$ cat src/rtl/parking_display_scheduler_if.sv
`default_nettype none
// ============================================================================
// Module   : parking_display_scheduler_if
// Purpose  : Bundle of the request/payload/grant signals exchanged between
//            the message sources (gate alert, sections A/B) and the display
//            scheduler, plus the word/status handed on to the display driver.
// Signals  : req[2:0]          level request per source (bit 0 = gate alert)
//            data0/1/2[11:0]   payload per source, two 6-bit fields
//            ack[2:0]          one-cycle grant pulse, one-hot or zero
//            disp_word[11:0]   word shown on the display
//            disp_src[1:0]     index of the source shown, 2'b11 when idle
//            busy              high while a word is being shown
// Modports : master - source/driver side (drives req/data)
//            slave  - scheduler side (drives ack/disp_*/busy)
// Revision : 1.0 - initial release
// ============================================================================
interface parking_display_scheduler_if;
    logic [2:0]  req;
    logic [11:0] data0;
    logic [11:0] data1;
    logic [11:0] data2;
    logic [2:0]  ack;
    logic [11:0] disp_word;
    logic [1:0]  disp_src;
    logic        busy;

    modport master (
        output req, data0, data1, data2,
        input  ack, disp_word, disp_src, busy
    );

    modport slave (
        input  req, data0, data1, data2,
        output ack, disp_word, disp_src, busy
    );
endinterface
`default_nettype wire

$ cat src/rtl/parking_display_scheduler.sv
`default_nettype none
// ============================================================================
// Module   : parking_display_scheduler
// Purpose  : Time-shares the single 4-digit display among three sources.
//            Arbitrates requests (source 0 fixed highest priority, sources
//            1/2 round-robin), latches the winning payload and holds it for
//            DWELL_CYCLES clock cycles, switching back-to-back when another
//            request is pending at expiry.
// Ports    : clk  - system clock, rising edge
//            rst  - synchronous active-high reset
//            bus  - parking_display_scheduler_if.slave (req/data in,
//                   ack/disp_word/disp_src/busy out, all outputs registered)
// Params   : DWELL_CYCLES - cycles a granted word is shown (>= 2)
// Options  : DISP_PREEMPT_EN - when defined, a gate-alert request preempts a
//            section word that is currently on display.
// Revision : 1.0 - initial release
// ============================================================================
module parking_display_scheduler #(
    parameter int DWELL_CYCLES = 1024
) (
    input  wire logic                  clk,
    input  wire logic                  rst,
    parking_display_scheduler_if.slave bus
);

    localparam int CNT_W = (DWELL_CYCLES > 1) ? $clog2(DWELL_CYCLES) : 1;
    localparam logic [CNT_W-1:0] c_cnt_load = CNT_W'(DWELL_CYCLES - 1);
    localparam logic [1:0]       c_src_idle = 2'b11;

    typedef enum logic [0:0] {
        S_IDLE = 1'b0,
        S_SHOW = 1'b1
    } state_t;

    state_t           r_state;
    logic [CNT_W-1:0] r_cnt;
    // Round-robin pointer between sections: 0 favours source 1, 1 favours source 2
    logic             r_rr;

    logic [2:0]  w_req;
    logic        w_any;
    logic        w_eval;
    logic        w_preempt;
    logic        w_take;
    logic [1:0]  w_idx;
    logic [11:0] w_data;

    // A source still sees its own ack on the cycle it drops req; ignoring
    // req while ack is high avoids granting the same request twice.
    assign w_req  = bus.req & ~bus.ack;
    assign w_any  = |w_req;
    assign w_eval = (r_state == S_IDLE) || (r_cnt == '0);

`ifdef DISP_PREEMPT_EN
    assign w_preempt = (r_state == S_SHOW) && (bus.disp_src != 2'd0) && w_req[0];
`else
    assign w_preempt = 1'b0;
`endif

    // Preemption only happens on req[0], which the arbiter already picks first
    assign w_take = (w_eval && w_any) || w_preempt;

    always_comb begin
        w_idx = 2'd0;
        if (w_req[0]) begin
            w_idx = 2'd0;
        end else if (w_req[1] && w_req[2]) begin
            w_idx = r_rr ? 2'd2 : 2'd1;
        end else if (w_req[1]) begin
            w_idx = 2'd1;
        end else if (w_req[2]) begin
            w_idx = 2'd2;
        end
    end

    always_comb begin
        w_data = bus.data0;
        case (w_idx)
            2'd1:    w_data = bus.data1;
            2'd2:    w_data = bus.data2;
            default: w_data = bus.data0;
        endcase
    end

    always_ff @(posedge clk) begin
        if (rst) begin
            r_state       <= S_IDLE;
            r_cnt         <= '0;
            r_rr          <= 1'b0;
            bus.ack       <= 3'b000;
            bus.disp_word <= 12'h000;
            bus.disp_src  <= c_src_idle;
            bus.busy      <= 1'b0;
        end else begin
            bus.ack <= 3'b000;
            if (w_take) begin
                r_state       <= S_SHOW;
                r_cnt         <= c_cnt_load;
                bus.ack       <= 3'b001 << w_idx;
                bus.disp_word <= w_data;
                bus.disp_src  <= w_idx;
                bus.busy      <= 1'b1;
                if (w_idx == 2'd1) begin
                    r_rr <= 1'b1;
                end else if (w_idx == 2'd2) begin
                    r_rr <= 1'b0;
                end
            end else if (r_state == S_SHOW) begin
                if (r_cnt == '0) begin
                    // Expiry with nothing pending; the last word stays latched
                    r_state      <= S_IDLE;
                    bus.disp_src <= c_src_idle;
                    bus.busy     <= 1'b0;
                end else begin
                    r_cnt <= r_cnt - 1'b1;
                end
            end
        end
    end

endmodule
`default_nettype wire

$ cat src/flat_wrapper.sv
// flat-port wrapper written by rule: the top's interface ports become plain ports
module parking_display_scheduler_flat 
#(
    parameter int DWELL_CYCLES = 1024
)
  (clk, rst, bus_req, bus_data0, bus_data1, bus_data2, bus_ack, bus_disp_word, bus_disp_src, bus_busy);
  parking_display_scheduler_if bus_i ();
  input  wire logic clk;
  input  wire logic rst;
  input wire logic [$bits(bus_i.req)-1:0] bus_req;
  input wire logic [$bits(bus_i.data0)-1:0] bus_data0;
  input wire logic [$bits(bus_i.data1)-1:0] bus_data1;
  input wire logic [$bits(bus_i.data2)-1:0] bus_data2;
  output wire logic [$bits(bus_i.ack)-1:0] bus_ack;
  output wire logic [$bits(bus_i.disp_word)-1:0] bus_disp_word;
  output wire logic [$bits(bus_i.disp_src)-1:0] bus_disp_src;
  output wire logic [$bits(bus_i.busy)-1:0] bus_busy;
  assign bus_i.req = bus_req;
  assign bus_i.data0 = bus_data0;
  assign bus_i.data1 = bus_data1;
  assign bus_i.data2 = bus_data2;
  assign bus_ack = bus_i.ack;
  assign bus_disp_word = bus_i.disp_word;
  assign bus_disp_src = bus_i.disp_src;
  assign bus_busy = bus_i.busy;
  parking_display_scheduler #(.DWELL_CYCLES(DWELL_CYCLES)) u_core (.clk(clk), .rst(rst), .bus(bus_i));
endmodule
$ cat config.mk
export PLATFORM = sky130hd
export DESIGN_NAME = parking_display_scheduler_flat
export DESIGN_NICKNAME = d
export VERILOG_FILES = /design/src/rtl/parking_display_scheduler_if.sv /design/src/rtl/parking_display_scheduler.sv /design/src/flat_wrapper.sv
export SDC_FILE = /design/constraint.sdc
export NUM_CORES = 1
export LEC_CHECK = 0
export CORE_UTILIZATION = 25
export CTS_CLUSTER_SIZE = 20
export DETAILED_ROUTE_END_ITERATION = 8
export PLACE_DENSITY = 0.5
export SLEW_MARGIN = 20
export SYNTH_ARGS = -nofsm -noshare
export SYNTH_HDL_FRONTEND = slang
export SYNTH_SLANG_ARGS = --single-unit
$ cat constraint.sdc
create_clock -name clk -period 2.86 [get_ports clk]
set_clock_uncertainty 0.15 [all_clocks]
set_input_delay 0.429 -clock clk [delete_from_list [all_inputs] [get_ports clk]]
set_output_delay 0.429 -clock clk [all_outputs]
set_load 0.02 [all_outputs]
==> results.sh, run 1 <==
export IMPL_status="complete, no violations"
export IMPL_io_pin_count=59
export IMPL_multi_input_area_um2=928
export IMPL_synth_compound_area_share_pct=31.8
export IMPL_cts_buffers=5
export IMPL_yosysWarnings=0
export IMPL_finalSetupViolCount=0
export IMPL_fp_coreArea_um2=6350
export IMPL_yosysTopAreaCell="dfxtp_1"
export IMPL_final_setup_tns_ns=0
export IMPL_worstPathMaxFanout=24
export IMPL_viasPerCell=4.88
export IMPL_end_kind="register"
export IMPL_cts_root_buf="clkbuf_8"
export IMPL_rsz0062_at_grt="false"
export IMPL_synthCells=193
export IMPL_synthMuxAreaShare_pct=0.612
export IMPL_antenna_found_initial=0
export IMPL_grt_overflow=0
export IMPL_clk_latency_ns=0.28
export IMPL_cap_violations=0
export IMPL_post_cts_setup_buffer_count=0
export IMPL_chipHeight_um=82.9
export IMPL_start_util_pct=25.8
export IMPL_ff_latch_area_um2=601
export IMPL_synthAdderAreaFrac_pct=2.30
export IMPL_hold_viol=0
export IMPL_cts_buffer_depth=2
export IMPL_placed_cell_area_um2=2310
export IMPL_die_x_um=82.9
export IMPL_globalRouteTotalUtil_pct=13.5
export IMPL_grt_max_degree=27
export IMPL_hp_class="register to register"
export IMPL_synthTopCellsByCount="dfxtp_1, a21oi_1, nand2_1, nand3_1"
export IMPL_ys_types=45
export IMPL_gp_congestion=0.721
export IMPL_cts_tree="done"
export IMPL_synth_ff_latch_count=30
export IMPL_synth_top_area_share_pct=36.7
export IMPL_clock_sinks=30
export IMPL_postCtsHoldBufs=0
export IMPL_seq_area_frac_synth_pct=36.7
export IMPL_cts_max_level=2
export IMPL_critPathKind="register to register"
export IMPL_stdcell_area_um2=2400
export IMPL_cts_clk_slew_worst_paths_ns=0.07
export IMPL_required_ns=2.88
export IMPL_wire_per_inst_um=14.1
export IMPL_ant_nets=0
export IMPL_rows=29
export IMPL_wirelength_um=4650
export IMPL_area_growth_syn_to_layout_pct=46.7
export IMPL_worst_slew_pin_slew_ns=0.710
export IMPL_crit_arrival_ns=2.35
export IMPL_dr_pass1_iters=4
export IMPL_fillers=649
export IMPL_vias=1609
export IMPL_hpwl_um=3400
export IMPL_grt_first_pass_wirelength_um=7270
export IMPL_fin_crit_sh_pct=81.2
export IMPL_synth_edf_count=0
export IMPL_yosysMostFrequentCell="dfxtp_1"
export IMPL_peakVddDrop_uv=179
export IMPL_reg2reg_setup_slack_ns=0.54
export IMPL_fin_crit_ns=2.32
export IMPL_syn_cell_area_um2=1640
export IMPL_cts_resized=0
export IMPL_ys_top_cells_by_area="dfxtp_1, a21oi_1, a22oi_1"
export IMPL_leakagePower_nw=0.879
export IMPL_start_kind="register"
export IMPL_maxSlewHeadroom_pct=52.7
export IMPL_maxSlewViolCount=0
export IMPL_yosys_area_share_simple_pct=21.5
export IMPL_grt_pass1_vias=1456
export IMPL_avgSynthCellArea_um2=8.47
export IMPL_ys_async_sr_fraction_pct=0
export IMPL_syn_num_nets=237
export IMPL_synth_top_family_by_area="compound AO/OA/AOI/OAI gates"
export IMPL_drtIter0Drc=52
export IMPL_drc_errors=0
export IMPL_max_freq_mhz=430
export IMPL_die_area_um2=6870
export IMPL_ys_flop_type="dfxtp_1"
export IMPL_antenna_cells=0
export IMPL_p_per_area_nw_per_um2=495
export IMPL_final_util_pct=37.8
export IMPL_layout_nets=296
export IMPL_io_buffers=58
export IMPL_drive_gt1_share_pct=11.9
export IMPL_synth_xor_area_share_pct=0.536
power breakdown:
group | internal (mW) | leakage, nW | total [mW] | switching [mW]
logic | 0.168 | 0.582 | 0.337 | 0.169
clock network | 0.194 | 0.0482 | 0.357 | 0.163
registers | 0.456 | 0.248 | 0.494 | 0.0377
total | 0.818 | 0.879 | 1.19 | 0.370
metal layers:
layer | track usage [%] | up-vias | part of all wire (%)
li1 | - | 839 | -
met1 | 17.3 | 741 | 47
met2 | 22.7 | 27 | 50
met3 | 2.68 | 2 | 2.8
met4 | 4.70 | 0 | 0.73
met5 | 0 | - | 0
cell usage in the layout, fill, tap and decap left out, types with 2 or more instances in the layout:
cell type | Yosys | layout
clkdlybuf4s50_1 | 0 | 58
nand3_1 | 15 | 15
a31oi_1 | 3 | 3
clkbuf_8 | 0 | 6
a31o_2 | 2 | 2
o21ai_0 | 12 | 12
dfxtp_1 | 30 | 30
o31a_1 | 2 | 2
nor2b_1 | 2 | 2
nand2b_1 | 3 | 3
o32a_1 | 2 | 2
inv_1 | 8 | 8
a21oi_1 | 20 | 20
ha_1 | 3 | 3
buf_4 | 1 | 7
o21ai_1 | 12 | 12
nor2_1 | 6 | 6
a221oi_2 | 2 | 2
a22oi_1 | 12 | 12
nand2_1 | 15 | 15
and3_1 | 2 | 2
a211oi_1 | 2 | 2
nor3_1 | 6 | 6
logic make-up after synthesis:
| logic type | Yosys count |
|---|---|
| muxes | 1 |
| DFF | 30 |
| adders and majority gates | 3 |
| AOI/OAI and AO/OA | 76 |
| buffers and inverters | 22 |
| xor gates and xnor gates | 1 |
| and+or+nand+nor | 60 |
final cells by class:
cell class | count | share of cell area (%)
Clock buffer | 7 | 3.60
Clock inverter | 1 | 0.209
Inverter | 8 | 1.25
Multi-Input combinational cell | 141 | 38.7
Sequential cell | 30 | 25.0
Tap cell | 77 | 4.01
Timing Repair Buffer | 66 | 27.2
per-stage QoR:
stage                     total power, mW  hold WS (ns)  std cells  setup WS (ns)
after detailed placement            0.843         0.320        322          0.306
after global routing                 1.26         0.345        330          0.414
after global placement              0.842         0.318        322          0.327
after floorplan                     0.695         0.329        193          0.554
final                                1.19         0.329        330          0.537
after CTS                            1.21         0.329        330          0.512
registers in the layout, summed over array words and instances, names as in the netlist:
register / cells
u_core.bus.disp_word: 12
u_core.bus.disp_src: 2
u_core.r_rr: 1
u_core.bus.ack: 3
u_core.bus.busy: 1
u_core.r_state: 1
u_core.r_cnt: 10
critical path: stages, from the launching register on:
cell and delay (ns):
dfxtp_1 0.40, inv_1 0.06, ha_1 0.23, nor3b_2 0.19
a31oi_4 0.62, nor2_1 0.22, o31a_1 0.33
worst paths after layout:
| check | cells past startpoint | end | start |
|---|---|---|---|
| worst max-delay path | 6 | u_core.r_cnt[9] | u_core.r_cnt[0] |
| worst min-delay path | 2 | u_core.bus.disp_word[4] | u_core.bus.disp_word[4] |
| worst max register to register | 6 | u_core.r_cnt[9] | u_core.r_cnt[0] |
| worst min register to register | 2 | u_core.bus.disp_word[4] | u_core.bus.disp_word[4] |
(Power assumes the default switching activity.)
==> run 2: changes to the inputs <==
clock period = 2.4 ns   (was 2.86 ns; I/O delays follow)
==> results.sh, run 2 (same netlist as run 1, synthesis figures left out) <==
export IMPL_end_kind="register"
export IMPL_viasPerCell=4.85
export IMPL_rows=29
export IMPL_status="complete, no violations"
export IMPL_placed_cell_area_um2=2370
export IMPL_post_cts_setup_buffer_count=0
export IMPL_mostFrequentLayoutCells="clkdlybuf4s50_1, dfxtp_1, a21oi_1"
export IMPL_worst_slew_pin_slew_ns=0.565
export IMPL_gp_congestion=0.697
export IMPL_grt_max_degree=27
export IMPL_final_util_pct=38.7
export IMPL_grt_first_pass_wirelength_um=7840
export IMPL_cts_root_buf="clkbuf_8"
export IMPL_drc_errors=0
export IMPL_leakagePower_nw=0.906
export IMPL_cts_clk_slew_worst_paths_ns=0.06
export IMPL_cts_buffers=5
export IMPL_wire_per_inst_um=14.6
export IMPL_min_from="u_core.bus.disp_word[5]"
export IMPL_fillers=652
export IMPL_hp_class="register to register"
export IMPL_peakVddDrop_uv=238
export IMPL_postCtsHoldBufs=0
export IMPL_instances_no_fill=333
export IMPL_maxSlewViolCount=0
export IMPL_die_x_um=82.9
export IMPL_io_pin_count=59
export IMPL_fin_crit_ns=2.16
export IMPL_whs_path_depth=2
export IMPL_antenna_cells=0
export IMPL_cts_buffer_depth=2
export IMPL_dp_cells=327
export IMPL_crit_arrival_ns=2.16
export IMPL_area_growth_syn_to_layout_pct=50.3
export IMPL_required_ns=2.40
export IMPL_regMostFlops="u_core.bus.disp_word"
export IMPL_antenna_found_initial=0
export IMPL_cts_max_level=2
export IMPL_critPathKind="input port to register"
export IMPL_dr_pass1_iters=4
export IMPL_ant_nets=0
export IMPL_chipHeight_um=82.9
export IMPL_whs_ns=0.337
export IMPL_cts_resized=0
export IMPL_start_kind="input port"
export IMPL_wirelength_um=4860
export IMPL_layout_nets=301
export IMPL_clock_sinks=30
export IMPL_final_common_cell="clkdlybuf4s50_1"
export IMPL_die_area_um2=6870
export IMPL_drive_gt1_share_pct=13.7
export IMPL_maxSlewHeadroom_pct=62.2
export IMPL_p_per_area_nw_per_um2=575
export IMPL_worstPathMaxFanout=26
export IMPL_drtIter0Drc=114
export IMPL_io_buffers=58
export IMPL_clk_latency_ns=0.28
export IMPL_fin_crit_sh_pct=89.8
export IMPL_stdcell_area_um2=2460
export IMPL_fp_coreArea_um2=6350
export IMPL_finalSetupViolCount=0
export IMPL_grt_pass1_vias=1601
export IMPL_globalRouteTotalUtil_pct=14.4
export IMPL_rsz0062_at_grt="false"
export IMPL_largest_reg_flops=12
export IMPL_cap_violations=0
export IMPL_hpwl_um=3620
export IMPL_reg2regPathDepth=6
export IMPL_start_util_pct=25.8
export IMPL_hold_viol=0
export IMPL_cts_tree="done"
export IMPL_crit_path_start="bus_req[2]"
export IMPL_timing_rr_start="u_core.r_cnt[0]"
export IMPL_max_freq_mhz=464
export IMPL_vias=1614
export IMPL_grt_overflow=0
export IMPL_reg_largest_list="u_core.bus.disp_word x12, u_core.r_cnt x10, u_core.bus.ack x3"
## run 2: cell count changes in the layout (fill, tap and decap cells not counted)
cell,before,now
nor3_2,1,2
buf_12,1,3
clkinv_2,1,0
nor3_1,6,5
buf_4,7,10
clkbuf_1,1,0
## run 2: final timing paths
check	end	slack, ns
worst max register to register	u_core.bus.disp_src[0]	0.32
worst max-delay path	u_core.r_rr	0.24
worst min register to register	u_core.bus.disp_word[5]	0.34
worst min-delay path	u_core.bus.disp_word[5]	0.34
## run 2: cell type report
cell class	instances	area (um^2)	area share [%]
clock buffer	6	82.6	3.36
timing repair buffer	71	716	29.1
tap	77	96.3	3.92
multi-input combinational	141	933	38.0
inverter	8	30.0	1.22
sequential	30	601	24.4
## run 2: routing by layer
| layer | part of all wire (%) | track usage, % |
|---|---|---|
| met5 | 0 | 0 |
| met3 | 3.6 | 2.19 |
| met1 | 45 | 18.5 |
| met4 | 0.78 | 6.11 |
| met2 | 51 | 23.8 |
## run 2: where the power goes
group	internal [mW]	switching [mW]
Sequential	0.543	0.0461
Clock	0.221	0.183
Combinational	0.215	0.206
Total	0.979	0.435
## run 2: metrics by stage
step | total power [mW] | setup WS (ns) | setup TNS, ns
after floorplan | 0.828 | 0.0937 | 0
after global placement | 1.02 | -0.0529 | -0.202
after detailed placement | 1.02 | -0.0941 | -0.572
after CTS | 1.43 | 0.182 | 0
after global routing | 1.49 | 0.124 | 0
final | 1.41 | 0.244 | 0
## run 2: critical path: stages
cell	delay, ns
clkdlybuf4s50_1	0.42
nor2b_1	0.14
a211o_1	0.32
ha_1	0.34
buf_12	0.17
o311ai_2	0.29
o41ai_2	0.11
==> run 3: changes to the inputs <==
CAP_MARGIN = 20   (was default)
==> results of run 3 <==
Same layout as run 2: the final DEF is identical, and so are final timing and power.
